File: src/rtl/video_capture_ctrl.sv
// rtl/video_capture_ctrl.sv - frame-capture sequencer gating the video2bmp enable
// Optional geometry checker enabled by defining VIDEO_CAPTURE_GEOM_CHECK_EN.
module video_capture_ctrl #(
   parameter int   SKIP_FRAMES    = 1,
   parameter int   CAPTURE_FRAMES = 2,
   parameter logic VS_POL         = 1'b1,
   parameter int   EXP_WIDTH      = 1536,
   parameter int   EXP_HEIGHT     = 768
) (
   input  logic        pclk_i,
   input  logic        rst_n_i,
   input  logic        start_i,
   input  logic        abort_i,
   input  logic        link_i,
   input  logic        vs_i,
   input  logic        hs_i,
   input  logic        de_i,
   output logic        en_o,
   output logic        busy_o,
   output logic        done_o,
   output logic [15:0] frame_cnt_o,
   output logic        err_o
);
   typedef enum logic [2:0] {IDLE, WAIT_VS, SKIP, CAPTURE, DONE} state_t;

   state_t      state, state_n;
   logic        vs_d;
   logic        vs_edge;
   logic        start_ok;
   logic [7:0]  skip_cnt;
   logic [15:0] frame_inc;
   logic        unused_inputs;

   assign vs_edge       = (vs_i == VS_POL) && (vs_d != VS_POL);
   assign start_ok      = start_i && !abort_i && (state == IDLE || state == DONE);
   assign frame_inc     = (frame_cnt_o == 16'hFFFF) ? frame_cnt_o : frame_cnt_o + 16'd1;
   assign unused_inputs = ^{hs_i, link_i, de_i};

   always_ff @(posedge pclk_i or negedge rst_n_i) begin
      if (!rst_n_i) state <= IDLE;
      else          state <= state_n;
   end

   always_comb begin
      state_n = state;
      if (abort_i) begin
         state_n = IDLE;
      end else begin
         case (state)
            IDLE, DONE: if (start_i) state_n = (CAPTURE_FRAMES == 0) ? DONE : WAIT_VS;
            WAIT_VS:    if (vs_edge) state_n = (SKIP_FRAMES > 0) ? SKIP : CAPTURE;
            SKIP:       if (vs_edge && skip_cnt == 8'(SKIP_FRAMES)) state_n = CAPTURE;
            CAPTURE:    if (vs_edge && frame_inc == 16'(CAPTURE_FRAMES)) state_n = DONE;
            default:    state_n = IDLE;
         endcase
      end
   end

   // Outputs are decoded from the next state so they change on the same edge as the state.
   always_ff @(posedge pclk_i or negedge rst_n_i) begin
      if (!rst_n_i) begin
         vs_d        <= !VS_POL;
         skip_cnt    <= 8'd0;
         frame_cnt_o <= 16'd0;
         done_o      <= 1'b0;
         en_o        <= 1'b0;
         busy_o      <= 1'b0;
      end else begin
         vs_d   <= vs_i;
         en_o   <= (state_n == CAPTURE);
         busy_o <= (state_n == WAIT_VS) || (state_n == SKIP) || (state_n == CAPTURE);
         if (start_ok) begin
            skip_cnt    <= 8'd0;
            frame_cnt_o <= 16'd0;
            done_o      <= (CAPTURE_FRAMES == 0);
         end else if (!abort_i && vs_edge) begin
            case (state)
               WAIT_VS: skip_cnt <= 8'd1;
               SKIP:    if (skip_cnt != 8'hFF) skip_cnt <= skip_cnt + 8'd1;
               CAPTURE: begin
                  frame_cnt_o <= frame_inc;
                  if (frame_inc == 16'(CAPTURE_FRAMES)) done_o <= 1'b1;
               end
               default: ;
            endcase
         end
      end
   end

`ifdef VIDEO_CAPTURE_GEOM_CHECK_EN
   logic [15:0] pix_cnt;
   logic [15:0] line_cnt;
   logic [16:0] pix_sum;
   logic        de_d;

   assign pix_sum = {1'b0, pix_cnt} + {15'd0, link_i, !link_i};

   // Counters only run while capturing, so every checked frame starts from zero.
   always_ff @(posedge pclk_i or negedge rst_n_i) begin
      if (!rst_n_i) begin
         pix_cnt  <= 16'd0;
         line_cnt <= 16'd0;
         de_d     <= 1'b0;
         err_o    <= 1'b0;
      end else begin
         de_d <= de_i;
         if (start_ok) err_o <= 1'b0;
         if (state != CAPTURE) begin
            pix_cnt  <= 16'd0;
            line_cnt <= 16'd0;
         end else begin
            if (de_i) pix_cnt <= pix_sum[16] ? 16'hFFFF : pix_sum[15:0];
            if (de_d && !de_i) begin
               if (pix_cnt != 16'(EXP_WIDTH)) err_o <= 1'b1;
               pix_cnt  <= 16'd0;
               line_cnt <= (line_cnt == 16'hFFFF) ? line_cnt : line_cnt + 16'd1;
            end
            if (vs_edge && !abort_i) begin
               if (line_cnt != 16'(EXP_HEIGHT)) err_o <= 1'b1;
               pix_cnt  <= 16'd0;
               line_cnt <= 16'd0;
            end
         end
      end
   end
`else
   assign err_o = 1'b0;
`endif

endmodule

File: config.mk
export PLATFORM = sky130hd
export DESIGN_NAME = video_capture_ctrl
export DESIGN_NICKNAME = d
export VERILOG_FILES = /design/src/rtl/video_capture_ctrl.sv
export SDC_FILE = /design/constraint.sdc
export NUM_CORES = 1
export LEC_CHECK = 0
export CORE_MARGIN = 3
export CORE_UTILIZATION = 41
export DETAILED_ROUTE_END_ITERATION = 8
export GPL_TIMING_DRIVEN = 0
export SLEW_MARGIN = 20
export SYNTH_ARGS = -nofsm -noshare
export SYNTH_HDL_FRONTEND = slang
export SYNTH_SLANG_ARGS = --single-unit
File: constraint.sdc
create_clock -name pclk_i -period 3 [get_ports pclk_i]
set_input_delay 0.9 -clock pclk_i [delete_from_list [all_inputs] [get_ports pclk_i]]
set_output_delay 0.9 -clock pclk_i [all_outputs]
set_load 0.01 [all_outputs]
==> results by group, run 1 <==
Floorplan
  – I/O Pins: 28
  – Starting Density: 44.13%
  – Core Region: 4942 um^2
  – Die H: 78.93 um
  – FP Rows: 25
  – Die area: 6230 um^2
  – Chip width: 78.93 um

STA
  – RSZ-0062 raised after global routing: false
  – Max-Slew Margin vs Limit: 45.92%
  – Fin crit period: 2.858 ns
  – Final Hold Fails: 0
  – Final setup vio count: 0
  – Worst Skew: 0.01064 ns
  – Tcrit/Tclk final: 95.28%
  – Final WS setup: 0.1417 ns
  – Final Slew Violations: 0
  – Measured slew at the worst slew-check pin: 0.8068 ns
  – Final hold slack: 0.4962 ns
  – Fmax: 349.9 MHz

Detailed routing
  – Final ANT Viol Nets: 0
  – Vias per cell: 5.674
  – Iteration-0 DRC Markers: 150
  – Detailed-route DRC error count: 0
  – 1st-pass router iterations: 4
  – DR WL/cell: 15.46 um
  – Routed vias: 1,969
  – Routed WL: 5366 um

Clock tree
  – Post-cts resize count: 0
  – Clock slew at reported path FFs: 0.07 ns
  – Max Root-Sink Buffers: 2
  – Clock Latency Late Sink: 0.29 ns
  – Post-CTS Setup Repair Bufs: 0
  – Clk Tree Root Cell: clkbuf_8
  – CTS tree: yes
  – CTS H-tree depth: 2
  – CTS Buf Count: 5
  – Clk sink count: 31
  – Cts hold-fix bufs: 0

Place
  – I/O Buffers: 22
  – Routability cong.: 0.8512
  – Dpl ws: -0.1568 ns
  – Dpl hpwl: 3921 um

Global route
  – First-pass GRT wire length: 9197 um
  – Largest net degree at the start of global routing: 20
  – GRT Resource Usage Total: 18.71%
  – Overflow after GRT: 0
  – Initial antenna violation count: 0
  – Vias in the first global route: 1,831

Critical path
  – Startpoint types: primary input
  – Worst path max stage delay: 0.67 ns
  – Crit path max fanout: 10
  – Slowest CP cell: nor3_2
  – Req. time, crit path: 3.18 ns
  – WS Path Type: in2reg
  – CP Buf/Inv Count: 1
  – CP endpoint kind: flop
  – CP arrival: 3.04 ns
  – CP delay by family, top: simple AND/OR/NAND/NOR gates
  – Logic depth of the worst register-to-register path: 7
  – Worst path depth: 6
  – Critical-path cell list: clkdlybuf4s50_1, nand4b_1, nor3_2, nor2_2, a21o_2, mux2_2

Final layout
  – Fraction of layout cells with a size suffix above 1: 17.86%
  – # diodes: 0
  – Fin nets: 290
  – Most common cell after layout, fill and taps aside: dfrtp_1
  – Area Growth Syn to Fin: 20.14%
  – Most frequent cells in the layout: dfrtp_1 (31), o21ai_0 (26), nor2_1 (24), clkdlybuf4s50_1 (21), nand2_1 (17)
  – Number of fill cells in the layout: 504

Synth
  – Share of flip-flops with an asynchronous set or reset: 100.0%
  – Seq/Total Area, Yosys: 35.57%
  – Syn_nets: 260
  – Main synth FF type: dfrtp_1
  – Syn Inst Count: 249
  – Netlist cell types: 63
  – YS warnings: 0
  – Post-synth EDFFs: 0
  – Post-Syn Area: 2181 um^2
  – Seq cells post-synth: 31
  – Avg Synthesized Cell Area: 8.758 um^2

Outcome
  – Outcome: completed

Hold path
  – Hold Path Depth: 1
  – Tightest Hold Check Type: reg2reg

Power and ir drop
  – Static Leak: 1.100 nW
  – Max VDD drop: 224.7 uV
  – Power per cell area: 350.4 nW/um^2

Job
  – Max-capacitance violation count: 0
worst paths after layout:
path	slack, ns	end	from
hold / removal	0.50	done_o$_DFFE_PN0P_	done_o$_DFFE_PN0P_
max in group asynchronous	2.08	frame_cnt_o[5]$_DFFE_PN0P_	rst_n_i
min in group asynchronous	0.51	done_o$_DFFE_PN0P_	rst_n_i
setup reg to reg	0.52	done_o$_DFFE_PN0P_	frame_cnt_o[0]$_DFFE_PN0P_
setup / recovery	0.14	frame_cnt_o[0]$_DFFE_PN0P_	vs_i
hold reg to reg	0.50	done_o$_DFFE_PN0P_	done_o$_DFFE_PN0P_
cells in the mapped netlist (2+ instances only):
master / n / area (um^2)
dfrtp_1: 31 / 775.7
o21ai_0: 26 / 130.1
nor2_1: 24 / 90.09
nand2_1: 17 / 63.81
nand3_1: 10 / 50.05
a21oi_1: 9 / 45.04
nand4_1: 9 / 56.30
nand2b_1: 7 / 43.79
nor3_1: 7 / 35.03
nor4_1: 7 / 43.79
a31oi_1: 6 / 37.54
and3_1: 6 / 37.54
buf_2: 6 / 30.03
buf_4: 6 / 45.04
inv_1: 6 / 22.52
mux2i_1: 6 / 60.06
and2_1: 4 / 25.02
o31ai_1: 4 / 30.03
and4_1: 3 / 26.28
ha_1: 3 / 37.54
nand3_2: 3 / 30.03
or3_2: 3 / 22.52
buf_6: 2 / 22.52
nor4_2: 2 / 25.02
o21a_1: 2 / 15.01
o41ai_1: 2 / 17.52
or2_2: 2 / 12.51
through the flow:
step                util [%]  instances  power (W)  cell area [um^2]  setup TNS, ns
finish                 53.01        347  0.0009181              2620              0
global route           53.01        347  0.0009648              2620              0
CTS                    53.01        347  0.0009324              2620              0
detailed placement     50.73        339  0.0005062              2507        -0.2385
global placement       50.28        338  0.0005009              2485        -0.2011
floorplan                  -        249  0.0004739              2181              0
state kept, by name, summed over array words and instances (netlist names):
signal	flops
frame_cnt_o	16
state	3
skip_cnt	8
busy_o	1
en_o	1
vs_d	1
done_o	1
worst register-to-register path, stage by stage, from the launching register on:
cell	delay, ns
dfrtp_1	0.46
ha_1	0.33
nand3_2	0.19
nor4_1	0.43
mux2i_1	0.33
nand4_1	0.19
nor4_2	0.35
o21a_1	0.15
cell families (layout without fill, tap and decap cells):
family | Yosys count | count (layout) | share of synthesized area [%]
AOI/OAI and AO/OA | 64 | 64 | 19.28
adders and majority gates | 3 | 3 | 1.721
DFF | 31 | 31 | 35.57
xor gates and xnor gates | 1 | 1 | 0.4017
and+or+nand+nor | 120 | 120 | 33.68
muxes | 7 | 7 | 3.270
other | 1 | 1 | 0.1720
buffers and inverters | 22 | 53 | 5.909
final cells by class:
cell class | instances | area, um^2 | share of cell area [%]
Buffer | 16 | 106.4 | 4.059
Clock buffer | 5 | 68.82 | 2.627
Clock inverter | 3 | 43.79 | 1.671
Inverter | 6 | 22.52 | 0.8596
Multi-Input combinational cell | 196 | 1276 | 48.71
Sequential cell | 31 | 775.7 | 29.61
Tap cell | 67 | 83.83 | 3.200
Timing Repair Buffer | 23 | 242.7 | 9.265
where the power goes:
part | internal, W | switching (W)
Clock | 0.000247 | 0.000174
Sequential | 0.000424 | 0.00000607
Combinational | 0.0000272 | 0.0000401
layer usage:
layer | vias up | track usage [%] | wire length [um]
met5 | - | 0 | 0
met4 | 0 | 7.732 | 70
met3 | 8 | 3.855 | 274
met2 | 55 | 26.57 | 2260
met1 | 920 | 27.43 | 2760
li1 | 986 | - | -
No activity file was read; power rests on OpenSTA's default activity.
==> inputs of run 2 (changes only) <==
--- a/config.mk
+++ b/config.mk
@@ -13,3 +13,4 @@
 export SYNTH_ARGS = -nofsm -noshare
 export SYNTH_HDL_FRONTEND = slang
 export SYNTH_SLANG_ARGS = --single-unit
+export TNS_END_PERCENT = 50
==> results of run 2 <==
Final layout, timing and power as in run 1 (identical DEF).
